==> src/rtl/sign_reduce_packer.sv <==
// Sign-reduction encoder: truncates signed lanes to R bits and packs
// W/R beats per output word, with per-block fit flag, fail count and bypass.
module sign_reduce_packer #(
    parameter int W = 16,
    parameter int R = 8,
    parameter int LANES = 4,
    parameter int BLK = 16,
    localparam int DW = LANES * W,
    localparam int CW = $clog2(BLK * LANES + 1)
) (
    input  logic          clk,
    input  logic          rst,
    input  logic [DW-1:0] data_i,
    input  logic          valid_i,
    output logic          ready_o,
    input  logic          bypass_i,
    output logic [DW-1:0] data_o,
    output logic          valid_o,
    input  logic          ready_i,
    output logic          last_o,
    output logic          flag_o,
    output logic [CW-1:0] fail_cnt_o
);

    localparam int P   = W / R;
    localparam int LR  = LANES * R;
    localparam int PKW = (P - 1) * LR;
    localparam int PCW = (P > 1) ? $clog2(P) : 1;
    localparam int BCW = (BLK > 1) ? $clog2(BLK) : 1;

    logic [BCW-1:0] bcnt;
    logic [PCW-1:0] pcnt;
    logic [CW-1:0]  fcnt;
    logic           mode;

    logic           blk_start;
    logic           b_last;
    logic           p_last;
    logic           mode_next;
    logic           loads;
    logic           accept;
    logic [CW-1:0]  beat_fails;
    logic [CW-1:0]  fcnt_next;
    logic [LR-1:0]  red;
    logic [DW-1:0]  packed_word;

    assign blk_start = (bcnt == '0);
    assign b_last    = (bcnt == BCW'(BLK - 1));
    assign p_last    = (pcnt == PCW'(P - 1));
    assign mode_next = blk_start ? bypass_i : mode;
    assign loads     = mode_next | p_last;
    assign ready_o   = ~loads | ~valid_o | ready_i;
    assign accept    = valid_i & ready_o;

    // A lane fits when everything from bit R-1 upward is pure sign extension.
    always_comb begin
        beat_fails = '0;
        red        = '0;
        for (int k = 0; k < LANES; k++) begin
            if (!(&data_i[k*W+R-1 +: W-R+1]) && (|data_i[k*W+R-1 +: W-R+1]))
                beat_fails = beat_fails + CW'(1);
            red[k*R +: R] = data_i[k*W +: R];
        end
    end

    assign fcnt_next = (blk_start ? '0 : fcnt) + beat_fails;

    generate
        if (P > 1) begin : g_pack
            logic [PKW-1:0] pack;

            // Earlier beats shift toward the MSBs as new ones arrive.
            assign packed_word = {pack, red};

            always_ff @(posedge clk or posedge rst) begin
                if (rst)
                    pack <= '0;
                else if (accept && !mode_next)
                    pack <= packed_word[PKW-1:0];
            end
        end else begin : g_nopack
            assign packed_word = red;
        end
    endgenerate

    always_ff @(posedge clk or posedge rst) begin
        if (rst) begin
            bcnt       <= '0;
            pcnt       <= '0;
            fcnt       <= '0;
            mode       <= 1'b0;
            data_o     <= '0;
            valid_o    <= 1'b0;
            last_o     <= 1'b0;
            flag_o     <= 1'b0;
            fail_cnt_o <= '0;
        end else begin
            if (accept) begin
                bcnt <= b_last ? '0 : bcnt + BCW'(1);
                pcnt <= loads ? '0 : pcnt + PCW'(1);
                fcnt <= fcnt_next;
                mode <= mode_next;
            end
            if (accept && loads) begin
                data_o     <= mode_next ? data_i : packed_word;
                valid_o    <= 1'b1;
                last_o     <= b_last;
                fail_cnt_o <= b_last ? fcnt_next : '0;
                flag_o     <= b_last & ((fcnt_next != '0) | mode_next);
            end else if (ready_i) begin
                valid_o <= 1'b0;
            end
        end
    end

endmodule

==> config.mk <==
export PLATFORM = sky130hd
export DESIGN_NAME = sign_reduce_packer
export DESIGN_NICKNAME = d
export VERILOG_FILES = /design/src/rtl/sign_reduce_packer.sv
export SDC_FILE = /design/constraint.sdc
export NUM_CORES = 1
export LEC_CHECK = 0
export BUFFER_PORTS_ARGS = -buffer_cell sky130_fd_sc_hd__clkbuf_2
export CAP_MARGIN = 30
export CORE_MARGIN = 4
export CORE_UTILIZATION = 40
export CTS_CLUSTER_DIAMETER = 50
export DETAILED_ROUTE_END_ITERATION = 7
export PLACE_DENSITY = 0.63
export SYNTH_ARGS = -nofsm -noshare
export SYNTH_HDL_FRONTEND = slang
export SYNTH_SLANG_ARGS = --single-unit
export TNS_END_PERCENT = 1
==> constraint.sdc <==
create_clock -name clk -period 5.4 [get_ports clk]
set_input_delay 1.62 -clock clk [delete_from_list [all_inputs] [get_ports clk]]
set_output_delay 1.62 -clock clk [all_outputs]
set_load 0.05 [all_outputs]
==> metrics.md <==
| Metric | Value |
|---|---|
| RR Endpoint | `flag_o` |
| F_max | `197 MHz` |
| Synth cell count leaders | `119 x dfrtp_1, 89 x nand2_1, 62 x o21ai_0` |
| Max VDD drop | `339 uV` |
| Initial antenna violation count | `0` |
| Routed WL per cell | `17.6 um` |
| Ant diodes | `0` |
| Iteration-0 DRC Markers | `277` |
| CTS Buf Count | `17` |
| Kind of end point of the critical path | `flop` |
| First-pass GRT wire length | `23.6 mm` |
| RSZ-0062 raised after global routing | `false` |
| Post-synthesis async set-or-reset flop share | `100%` |
| GR Overflow Total | `0` |
| Remaining antenna violation count | `0` |
| Die Area | `16000 um2` |
| DRT Wirelength | `14.7 mm` |
| Hold Fails Final Rpt | `0` |
| Clock Sinks | `119` |
| Final #Nets | `724` |
| Post-synth top area cell | `dfrtp_1` |
| Max incr delay on CP | `560 ps` |
| Vias post-DR | `4271` |
| Number of register bits inferred by synthesis | `119` |
| Final Critical Period | `5070 ps` |
| Max H-tree Level | `4` |
| Die height | `126 um` |
| CTS tree | `yes` |
| Post-synthesis sequential area ratio | `53.0%` |
| Synth-to-layout area growth | `25.9%` |
| Post-synthesis average cell area | `11.3 um2` |
| Worst-margin pin slew | `849 ps` |
| Post-CTS sizing | `0` |
| Crit path top cell by count | `ha_1` |
| Vias in the first global route | `4402` |
| Main synth FF type | `dfrtp_1` |
| Post-CTS setup buffers | `0` |
| Clock transition at the registers of the reported paths | `50 ps` |
| Syn Std Cell Area | `5620 um2` |
| Share of layout cells above drive strength 1 | `35.1%` |
| Critical path fanouts, max | `5` |
| Post-synth EDFFs | `0` |
| Max-slew headroom at the worst pin | `43.4%` |
| CP max stage cell | `o41ai_1` |
| Final slew viol count | `0` |
| CP arrival | `5340 ps` |
| Hold Startpoint | `data_o[50]` |
| Max_cap viols | `0` |
| TritonRoute pass-1 iters | `4` |
| Cells after Synth | `499` |
| Ys Warns | `0` |
| CP Class | `input port to flop` |
| Synth top area share | `53.0%` |
| Final Skew | `8.15 ps` |
| Vias per std cell | `5.10` |
| CP bufs+invs | `3` |
| Die width | `126 um` |
| Port-buffer cells | `143` |
| Hold path cells | `2` |
| Total power per unit cell area | `734 nW/um2` |
| Status | `finished clean` |
| Reg2Reg Depth | `11` |
| WHS | `477 ps` |
| Clk root buf | `clkbuf_16` |
| Final setup vio count | `0` |
| Core area | `13800 um2` |
| Pin count of the biggest net entering global routing | `75` |
| Crit. path cell count | `15` |
| Hold endpoint | `data_o[50]` |
| Critical Path, Cell by Cell | `clkbuf_2 > nand3_1 > o41ai_1 > buf_4 > inv_1 > ha_1 > xor2_1 > ha_1 > mux2_2 > fa_1 > a211oi_1 > nor2_1 > xnor2_1 > nor4_1 > o211ai_1` |
| Reg2reg start | `bcnt[0]` |
| Gpl congestion | `0.875` |
| Synth area leaders | `dfrtp_1 53%, mux2i_1 11%, mux2_2 6.8%` |
| Startpoint class of the critical path | `input port` |
| Post-DP HPWL | `10.8 mm` |
| Hold Buf Count CTS | `0` |
| Ports | `144` |
| Clk_lat worst skew | `410 ps` |
| Longest Clk Path Bufs | `2` |
| Final WS setup | `327 ps` |
| R2R setup slack | `2060 ps` |
| Fin Setup TNS | `0 ps` |
| Yosys cell types | `48` |
| Delay-heaviest family, CP | `compound AO/OA/AOI/OAI gates` |
| Site Rows | `43` |
| Cell with the most instances after synthesis | `dfrtp_1` |
| Global-route usage over all layers | `19.0%` |
| Period Utilization, post-route | `93.9%` |
| HP Class | `flop to flop` |
| Syn Nets | `578` |
| Leakage | `0.00361 uW` |
| Required time worst endpoint | `5670 ps` |
| Initial Util | `40.6%` |
| Worst slack, placed | `-31.0 ps` |
| Drt drc | `0` |
## placed cells by master (no fill, tap or decap), drive strengths merged, types with 2 or more instances in the layout
master | synthesis | routed
dfrtp | 119 | 119
nand4 | 4 | 4
clkbuf | 6 | 167
buf | 19 | 9
nand3 | 9 | 9
mux2 | 41 | 41
nor3 | 6 | 6
or3 | 2 | 2
a22o | 6 | 6
nand2b | 2 | 2
xor2 | 4 | 4
a21o | 3 | 3
and3 | 2 | 2
o211ai | 2 | 2
a211oi | 2 | 2
o21ai | 63 | 63
clkinv | 0 | 6
nor4 | 5 | 5
o21a | 3 | 3
nand2 | 89 | 89
a21oi | 6 | 6
xnor2 | 3 | 3
mux2i | 59 | 59
a31oi | 2 | 2
nor2 | 8 | 8
ha | 9 | 9
inv | 7 | 7
and2 | 5 | 5
## power by group
part / switching, uW / leakage, uW / internal, uW
Combinational: 1730 / 0.00187 / 824
Clock: 388 / 0.000280 / 678
Sequential: 256 / 0.00146 / 1320
Total: 2370 / 0.00361 / 2820
## sequential cells by signal (all words and copies together), names as in the netlist
signal,flops
data_o,64
g_pack.pack,32
fail_cnt_o,7
fcnt,7
bcnt,4
flag_o,1
last_o,1
mode,1
p_last,1
valid_o,1
## worst max-delay path by stage
| stage | start | to |
|---|---|---|
| 2_1_floorplan | bypass_i | ready_o |
| 3_3_place_gp | data_i[23] | flag_o |
| 3_5_place_dp | data_i[23] | flag_o |
| 4_1_cts | data_i[23] | flag_o |
| 5_1_grt | data_i[23] | flag_o |
| 6_report | data_i[23] | flag_o |
## per-layer routing
layer	vias to the layer above	track usage (%)	part of all wire [%]	wire [um]
met4	0	5.87	1.7	246
li1	2059	-	-	-
met3	21	5.98	6.1	897
met5	-	0	0	0
met2	121	31.8	50	7310
met1	2070	23.5	43	6290
## cell type report
class	count	area, um2
tap	180	225
inverter	7	28.8
multi-input combinational	348	2450
sequential	119	2980
clock buffer	24	492
fill	1266	6760
clock inverter	8	71.3
timing repair buffer	152	823
## cell families after synthesis
| logic type | share of synthesized area [%] |
|---|---|
| AO/OA/AOI/OAI | 9.51 |
| flip-flops | 53.0 |
| other | 0.0668 |
| AND/OR/NAND/NOR | 11.3 |
| multiplexers | 19.2 |
| adder cells (fa/ha/maj) | 2.36 |
| buffers and inverters | 3.45 |
| XOR/XNOR | 1.09 |
## worst min-delay path, stage by stage, from the launching register on
cell and delay, ps:
dfrtp_1 340, nand2_1 40, o21ai_0 60
## metrics by stage
| step | utilization, % | cells | power, uW | area [um2] |
|---|---|---|---|---|
| after global placement | 46.7 | 804 | 4070 | 6450 |
| after detailed placement | 46.9 | 805 | 4160 | 6480 |
| final | 51.1 | 838 | 5190 | 7070 |
| after global routing | 51.1 | 838 | 5490 | 7070 |
| after CTS | 50.9 | 837 | 5240 | 7040 |
| after floorplan | - | 499 | 3550 | 5620 |
(Power assumes the default switching activity.)
